$ cat src/rtl/uart_pkt_framer.sv
// uart_pkt_framer: wraps a payload byte stream into a packet for a UART transmitter.
// Each packet is a 4-byte header followed by the payload:
//   header = {opcode, ReservedByte, len[7:0], len[15:8]}
//   payload = len - 4 bytes, passed through combinationally (none when len <= 4).
// The len field is the total packet length, header included.
//
// Ports
//   clk_i, reset_ni                     clock, asynchronous active-low reset
//   cmd_valid_i/cmd_ready_o             packet command handshake
//   cmd_opcode_i, cmd_len_i             command opcode and total length
//   valid_i/ready_o, data_i             payload byte input stream
//   valid_o/ready_i, data_o             byte stream to the UART transmitter
//   busy_o                              packet in progress (any state but Idle)
//   echo_o                              registered (opcode == OpEcho) for the current packet
module uart_pkt_framer #(
  parameter logic [7:0] ReservedByte = 8'h00,
  parameter logic [7:0] OpEcho       = 8'hEC
) (
  input  logic        clk_i,
  input  logic        reset_ni,
  input  logic        cmd_valid_i,
  input  logic [7:0]  cmd_opcode_i,
  input  logic [15:0] cmd_len_i,
  output logic        cmd_ready_o,
  input  logic        valid_i,
  input  logic [7:0]  data_i,
  output logic        ready_o,
  output logic        valid_o,
  output logic [7:0]  data_o,
  input  logic        ready_i,
  output logic        busy_o,
  output logic        echo_o
);

  typedef enum logic [2:0] {
    StIdle     = 3'd0,
    StOpcode   = 3'd1,
    StReserved = 3'd2,
    StLenLsb   = 3'd3,
    StLenMsb   = 3'd4,
    StPayload  = 3'd5,
    StDone     = 3'd6
  } state_e;

  state_e      state_q, state_d;
  logic [7:0]  opcode_q, opcode_d;
  logic [15:0] len_q, len_d;
  logic [15:0] cnt_q, cnt_d;
  logic        echo_q, echo_d;

  logic [15:0] pay_len;
  logic [15:0] cnt_inc;

  // Only evaluated in Payload, which is entered only when len_q > 4, so no underflow there.
  assign pay_len = len_q - 16'd4;
  assign cnt_inc = cnt_q + 16'd1;

  always_comb begin
    state_d     = state_q;
    opcode_d    = opcode_q;
    len_d       = len_q;
    cnt_d       = cnt_q;
    echo_d      = echo_q;
    cmd_ready_o = 1'b0;
    ready_o     = 1'b0;
    valid_o     = 1'b0;
    data_o      = 8'h00;
    busy_o      = 1'b1;

    case (state_q)
      StIdle: begin
        cmd_ready_o = 1'b1;
        busy_o      = 1'b0;
        if (cmd_valid_i) begin
          opcode_d = cmd_opcode_i;
          len_d    = cmd_len_i;
          echo_d   = (cmd_opcode_i == OpEcho);
          cnt_d    = 16'd0;
          state_d  = StOpcode;
        end
      end
      StOpcode: begin
        valid_o = 1'b1;
        data_o  = opcode_q;
        if (ready_i) state_d = StReserved;
      end
      StReserved: begin
        valid_o = 1'b1;
        data_o  = ReservedByte;
        if (ready_i) state_d = StLenLsb;
      end
      StLenLsb: begin
        valid_o = 1'b1;
        data_o  = len_q[7:0];
        if (ready_i) state_d = StLenMsb;
      end
      StLenMsb: begin
        valid_o = 1'b1;
        data_o  = len_q[15:8];
        if (ready_i) state_d = (len_q > 16'd4) ? StPayload : StDone;
      end
      StPayload: begin
        // Straight pass-through; data is forced to zero while nothing is offered.
        valid_o = valid_i;
        data_o  = valid_i ? data_i : 8'h00;
        ready_o = ready_i;
        if (valid_i && ready_i) begin
          cnt_d = cnt_inc;
          if (cnt_inc == pay_len) state_d = StDone;
        end
      end
      StDone: begin
        state_d = StIdle;
      end
      default: begin
        state_d = StIdle;
      end
    endcase
  end

  always_ff @(posedge clk_i or negedge reset_ni) begin
    if (!reset_ni) begin
      state_q  <= StIdle;
      opcode_q <= 8'h00;
      len_q    <= 16'h0000;
      cnt_q    <= 16'h0000;
      echo_q   <= 1'b0;
    end else begin
      state_q  <= state_d;
      opcode_q <= opcode_d;
      len_q    <= len_d;
      cnt_q    <= cnt_d;
      echo_q   <= echo_d;
    end
  end

  assign echo_o = echo_q;

endmodule
$ cat config.mk
export PLATFORM = sky130hd
export DESIGN_NAME = uart_pkt_framer
export DESIGN_NICKNAME = d
export VERILOG_FILES = /design/src/rtl/uart_pkt_framer.sv
export SDC_FILE = /design/constraint.sdc
export NUM_CORES = 1
export LEC_CHECK = 0
export ABC_AREA = 1
export BUFFER_PORTS_ARGS = -buffer_cell sky130_fd_sc_hd__clkbuf_2
export CAP_MARGIN = 20
export CELL_PAD_IN_SITES_DETAIL_PLACEMENT = 0
export CELL_PAD_IN_SITES_GLOBAL_PLACEMENT = 1
export CORE_MARGIN = 2
export CORE_UTILIZATION = 28
export CTS_BUF_LIST = sky130_fd_sc_hd__clkbuf_4
export CTS_CLUSTER_DIAMETER = 200
export DETAILED_ROUTE_END_ITERATION = 16
export GPL_TIMING_DRIVEN = 0
export PLACE_DENSITY = 0.63
export SYNTH_ARGS = -nofsm -noshare
export SYNTH_HDL_FRONTEND = slang
export SYNTH_SLANG_ARGS = --single-unit
$ cat constraint.sdc
create_clock -name clk_i -period 2.15 [get_ports clk_i]
set_input_delay 0.215 -clock clk_i [delete_from_list [all_inputs] [get_ports clk_i]]
set_output_delay 0.215 -clock clk_i [all_outputs]
set_load 0.1 [all_outputs]
==> out/summary.md, run 1 <==
* vias per std cell: 4.683
* cell area after placement: 0.003406 mm^2
* full die area: 0.01139 mm^2
* vias after detailed routing: 3,030
* EDFF count, synth: 0
* Clock Tree Buf Depth: 2
* post-synthesis net count: 479
* Max Cap Violations: 0
* Max VDD drop: 1162 uV
* Synth cell types: 27
* element type at the critical path start: flop
* number of nets in the final layout: 551
* crit path setup slack, layout: 26.27 ps
* total half-perimeter wirelength after legalization and detailed placement: 7.196 mm
* Tot GR Track Use: 16.66%
* maximum number of pins on one net before global-route repair: 27
* summed instance area of the synthesized netlist: 0.002954 mm^2
* mean post-synth cell area: 6.729 um^2
* top achievable clock speed: 470.9 MHz
* worst slack, placed: -286.0 ps
* clock tree root buffer cell: clkbuf_4
* share of the clock period used by the worst path: 98.78%
* RSZ-0062 raised after global routing: yes
* TritonRoute pass-1 iters: 4
* CTS buffer count: 5
* ANT cells: 0
* final worst clock skew: 5.265 ps
* number of warning messages in the yosys log: 0
* most frequent cells in the layout: nand2_1, inv_1, dfrtp_1
* kind of capture point of the worst setup path: flop
* number of antenna-violating nets in the routed design: 0
* remaining global-route overflow: 0
* insertion delay of the later-clocked pin in the worst-skew pair: 360 ps
* max-slew violation total from the final report: 0
* arrival time worst endpoint: 2390 ps
* post-layout minimum cycle time: 2124 ps
* area added between synthesis and finish: 29.90%
* gpl congestion: 0.8133
* post-layout instance count excluding filler cells: 647
* power density over the cells: 1392 mW/mm^2
* number of clock sinks: 44
* worst path required time: 2420 ps
* cell area after layout: 0.003837 mm^2
* flop-to-flop setup slack: 30 ps
* Port-buffer cells: 49
* Horiz. Die Dim: 106.7 um
* Worst Path Max Fanout: 7
* number of rows in the core area: 37
* number of flip-flops and latches in the synthesized netlist: 44
* FFs w/ async S/R, synth: 100.0%
* Starting DRT DRC Count: 129
* CTS tree: yes
* initial antenna violation count: 0
* Worst-Margin Slew: 565.1 ps
* height of the die: 106.7 um
* cell total after placement: 625
* share of final-layout standard cells stronger than drive strength 1: 24.85%
* count of mapped cells out of synthesis: 439
* category of the most critical setup path: reg -> reg
* Final setup viols: 0
* starting density of the core: 28.74%
* static leakage: 1.777 nW
* hold violation count in the final report: 0
* worst slack on hold paths: 35.04 ps
* commonest non-fill, non-tap cell in the layout: nand2_1
* total core area: 0.01028 mm^2
* Post-Route WL: 9.075 mm
* number of global-route vias before repair: 3,009
* first-pass GRT wire length: 14.94 mm
* total I/O pin count: 50
* path class of the lowest-slack min-delay path: in -> reg
* DRC violations left: 0
* CTS H-tree depth: 2
* Seq/Total Area, Yosys: 37.27%
* average wire per standard cell: 14.03 um
* Reg clk slew, reported paths: 150 ps
* worst slew slack as a fraction of its limit: 62.32%
* most frequently used flop master after synthesis: dfrtp_1
* status: complete, no violations
==> cells by family (layout without fill, tap and decap cells) <==
group	count (synthesis)	in the layout	share of synthesized area, %
fa+ha+maj	3	3	1.271
xor+xnor	9	9	2.669
compound gates	67	67	13.09
flops	44	44	37.27
buf+inv	64	136	8.259
simple gates	252	252	37.44
==> per-stage QoR <==
step           util [%]  power (mW)  TNS (ps)
2_1_floorplan         -       3.645     -3430
3_3_place_gp      32.94       4.276     -2161
3_5_place_dp      33.14       4.289     -1996
4_1_cts           35.52       5.214         0
5_1_grt           37.34       5.755    -578.4
6_report          37.34       5.342         0
==> per-layer routing <==
metal / part of all wire (%) / GRT usage [%]
met3: 3.9 / 2.918
met5: 0 / 0
met2: 46 / 27.39
met4: 1.2 / 3.896
met1: 49 / 22.82
==> critical path: stages (launching register included) <==
cell	delay (ps)
dfrtp_1	450
buf_6	130
clkinvlp_4	100
nor2_4	230
buf_6	140
nand4_1	130
xor2_2	190
xnor2_1	170
nand3_2	140
nand2_2	140
nand2_2	70
nand2_1	80
nand2_1	50
==> area by class of cell <==
cell class	count	area (um^2)
Multi-Input combinational cell	331	1747
Clock inverter	2	60.06
Tap cell	136	170.2
Buffer	6	27.53
Inverter	58	231.5
Fill cell	1160	6440
Timing Repair Buffer	65	461.7
Clock buffer	5	37.54
Sequential cell	44	1102
==> sequential cells by signal (all words and copies together) (netlist names) <==
signal    count
opcode_q      8
echo_o        1
state_q       3
cnt_q        16
len_q        16
==> power by group <==
| part | switching [mW] | internal [mW] |
|---|---|---|
| Sequential | 0.226 | 1.09 |
| Combinational | 2.37 | 0.990 |
| Clock | 0.304 | 0.356 |
==> repair_timing <==
action / in CTS / in global routing
endpoints found under the setup margin: 21 / 19
endpoints found under the hold margin: 18 / 0
pin swaps: 1 / 8
hold buffers: 1 / 0
setup buffers: 3 / 11
resized for setup: 33 / 30
gates cloned: 0 / 0
==> path summary, 6_finish.rpt <==
| path | to | cells after the start | start |
|---|---|---|---|
| worst max-delay path | state_q[2]$_DFFE_PN0P_ | 12 | cnt_q[0]$_DFFE_PN0P_ |
| worst min-delay path | echo_o$_DFFE_PN0P_ | 2 | cmd_opcode_i[4] |
| worst max register to register | state_q[2]$_DFFE_PN0P_ | 12 | cnt_q[0]$_DFFE_PN0P_ |
| worst min register to register | echo_o$_DFFE_PN0P_ | 2 | echo_o$_DFFE_PN0P_ |
| max in group asynchronous | len_q[4]$_DFFE_PN0P_ | 3 | reset_ni |
| min in group asynchronous | cnt_q[14]$_DFFE_PN0P_ | 2 | reset_ni |
==> cell usage after synthesis, types with 5 or more instances <==
master / number / area share (%)
nor2_1: 44 / 5.6
o21ai_0: 30 / 5.1
nor2_4: 6 / 2.3
nand2_1: 135 / 17
nand3_1: 42 / 7.1
a21oi_1: 11 / 1.9
nand2_2: 5 / 1.1
nand4_1: 10 / 2.1
xor2_1: 8 / 2.4
dfrtp_1: 44 / 37
o221ai_1: 8 / 2.4
o22ai_1: 13 / 2.8
inv_1: 55 / 7.0
Note: power is estimated with default switching activity, not from simulation.
==> inputs of run 2 (changes only) <==
Settings changed: BUFFER_PORTS_ARGS -buffer_cell sky130_fd_sc_hd__clkbuf_2 to default, CELL_PAD_IN_SITES_DETAIL_PLACEMENT 0 to default, CELL_PAD_IN_SITES_GLOBAL_PLACEMENT 1 to default, DONT_BUFFER_PORTS from default to 1, PLACE_DENSITY 0.63 to 0.44.
==> out/summary.md, run 2 (synthesis results as in run 1) <==
* status: finished, violations left
* failing checks: setup timing
* area added between synthesis and finish: 30.28%
* RSZ-0062 raised after global routing: yes
* ANT cells: 0
* Port-buffer cells: 0
* Max VDD drop: 1170 uV
* crit path setup slack, layout: -311.2 ps
* hold violation count in the final report: 0
* number of nets in the final layout: 528
* share of the clock period used by the worst path: 114.5%
* first-pass GRT wire length: 14.82 mm
* number of antenna-violating nets in the routed design: 0
* Reg clk slew, reported paths: 160 ps
* height of the die: 106.7 um
* Horiz. Die Dim: 106.7 um
* number of rows in the core area: 37
* DRC violations left: 0
* Final setup viols: 36
* total I/O pin count: 50
* worst path required time: 1930 ps
* average wire per standard cell: 14.22 um
* clock tree root buffer cell: clkbuf_4
* Tot GR Track Use: 16.35%
* CTS buffer count: 5
* crit path max-delay cell type: clkinvlp_4
* full die area: 0.01139 mm^2
* total core area: 0.01028 mm^2
* commonest non-fill, non-tap cell in the layout: nand2_1
* number of clock sinks: 44
* cell area after placement: 0.003308 mm^2
* Worst-Margin Slew: 897.6 ps
* static leakage: 1.682 nW
* CTS H-tree depth: 2
* max-slew violation total from the final report: 0
* share of final-layout standard cells stronger than drive strength 1: 15.13%
* insertion delay of the later-clocked pin in the worst-skew pair: 370 ps
* power density over the cells: 1408 mW/mm^2
* total of fill cells in the finished design: 1,144
* TritonRoute pass-1 iters: 5
* worst slew slack as a fraction of its limit: 40.16%
* end-of-flow core utilization: 37.45%
* vias per std cell: 4.782
* CTS tree: yes
* element type at the critical path start: flop
* number of global-route vias before repair: 3,025
* largest stage delay on the critical path: 700 ps
* Post-Route WL: 8.885 mm
* Starting DRT DRC Count: 122
* post-layout minimum cycle time: 2461 ps
* starting density of the core: 28.74%
* path class of the lowest-slack min-delay path: in -> reg
* Clock Tree Buf Depth: 2
* Max Cap Violations: 0
* final worst clock skew: 19.46 ps
* Largest regs: cnt_q: 16 flops, len_q: 16 flops, opcode_q: 8 flops
* gpl congestion: 0.8004
* critical path, cell by cell: inv_2 -> nand2_4 -> nor2_4 -> clkinvlp_4
* kind of capture point of the worst setup path: output port
* vias after detailed routing: 2,989
* most frequent cells in the layout: nand2_1, inv_1, dfrtp_1
* top achievable clock speed: 406.3 MHz
* maximum number of pins on one net before global-route repair: 45
* initial antenna violation count: 0
* Worst Path Max Fanout: 4
* arrival time worst endpoint: 2250 ps
* total half-perimeter wirelength after legalization and detailed placement: 6.742 mm
* category of the most critical setup path: reg -> out
* cell area after layout: 0.003849 mm^2
* remaining global-route overflow: 0
==> run 2: cell count changes in the layout (fill, tap and decap cells not counted), sizes merged <==
cell | previous run | this run
inv | 54 | 56
bufinv | 2 | 1
buf | 18 | 20
clkbuf | 57 | 8
dlygate4sd3 | 1 | 25
==> run 2: metal layers <==
layer  vias to the layer above  routed length (um)  global-route usage [%]
li1                       1537                   -                       -
met2                        76                4192                   26.89
met4                         0                  95                   3.896
met1                      1369                4267                   22.46
met5                         -                   0                       0
met3                         7                 330                   2.736
==> run 2: stage by stage <==
step | power (mW) | std cells | hold slack, ps | worst slack (ps) | setup TNS, ps
final | 5.418 | 625 | 107.7 | -311.2 | -5082
after global routing | 5.830 | 625 | 132.3 | -422.6 | -11750
after CTS | 5.381 | 625 | 94.38 | -298.8 | -5114
after detailed placement | 4.509 | 582 | -78.67 | -464.0 | -14460
after global placement | 4.104 | 575 | -78.74 | -574.3 | -18150
after floorplan | 3.645 | 439 | -80.59 | -362.0 | -3430
==> run 2: final timing paths <==
kind                                    startpoint                       to  slack [ps]  cells past startpoint
hold reg to reg            opcode_q[1]$_DFFE_PN0P_  opcode_q[1]$_DFFE_PN0P_         510                      2
min in group asynchronous                 reset_ni     cnt_q[8]$_DFFE_PN0P_         370                      2
max in group asynchronous                 reset_ni  opcode_q[5]$_DFFE_PN0P_        1560                      2
hold / removal                             valid_i     cnt_q[0]$_DFFE_PN0P_         110                      4
setup reg to reg            state_q[0]$_DFFE_PN0P_   state_q[0]$_DFFE_PN0P_        -250                      9
setup / recovery            state_q[0]$_DFFE_PN0P_                   busy_o        -310                      4
==> run 2: repair_timing <==
action                     in CTS  in global routing
setup endpoints to repair      51                 49
pin swaps                       9                  4
hold buffers                   26                  0
hold endpoints to repair       69                  0
resized for setup              20                 11
buffers inserted                9                  0
==> run 2: layout make-up <==
cell class                      count  area (um^2)  share of cell area (%)
Sequential cell                    44         1102                   28.64
Multi-Input combinational cell    331         1767                   45.90
Buffer                              6        28.78                  0.7477
Inverter                           58        224.0                   5.819
Clock inverter                      3        46.29                   1.203
Timing Repair Buffer               42        473.0                   12.29
Tap cell                          136        170.2                   4.421
Clock buffer                        5        37.54                  0.9753
==> run 2: power breakdown <==
part	total [mW]	internal, mW	switching (mW)
logic	3.54	1.08	2.46
registers	1.31	1.09	0.217
clock network	0.571	0.249	0.322
==> run 2: critical path: cells and delay by family (launching register included) <==
kind	cells	cell delay, ps
buffers and inverters	2	790
flip-flops	1	450
AND/OR/NAND/NOR	2	620
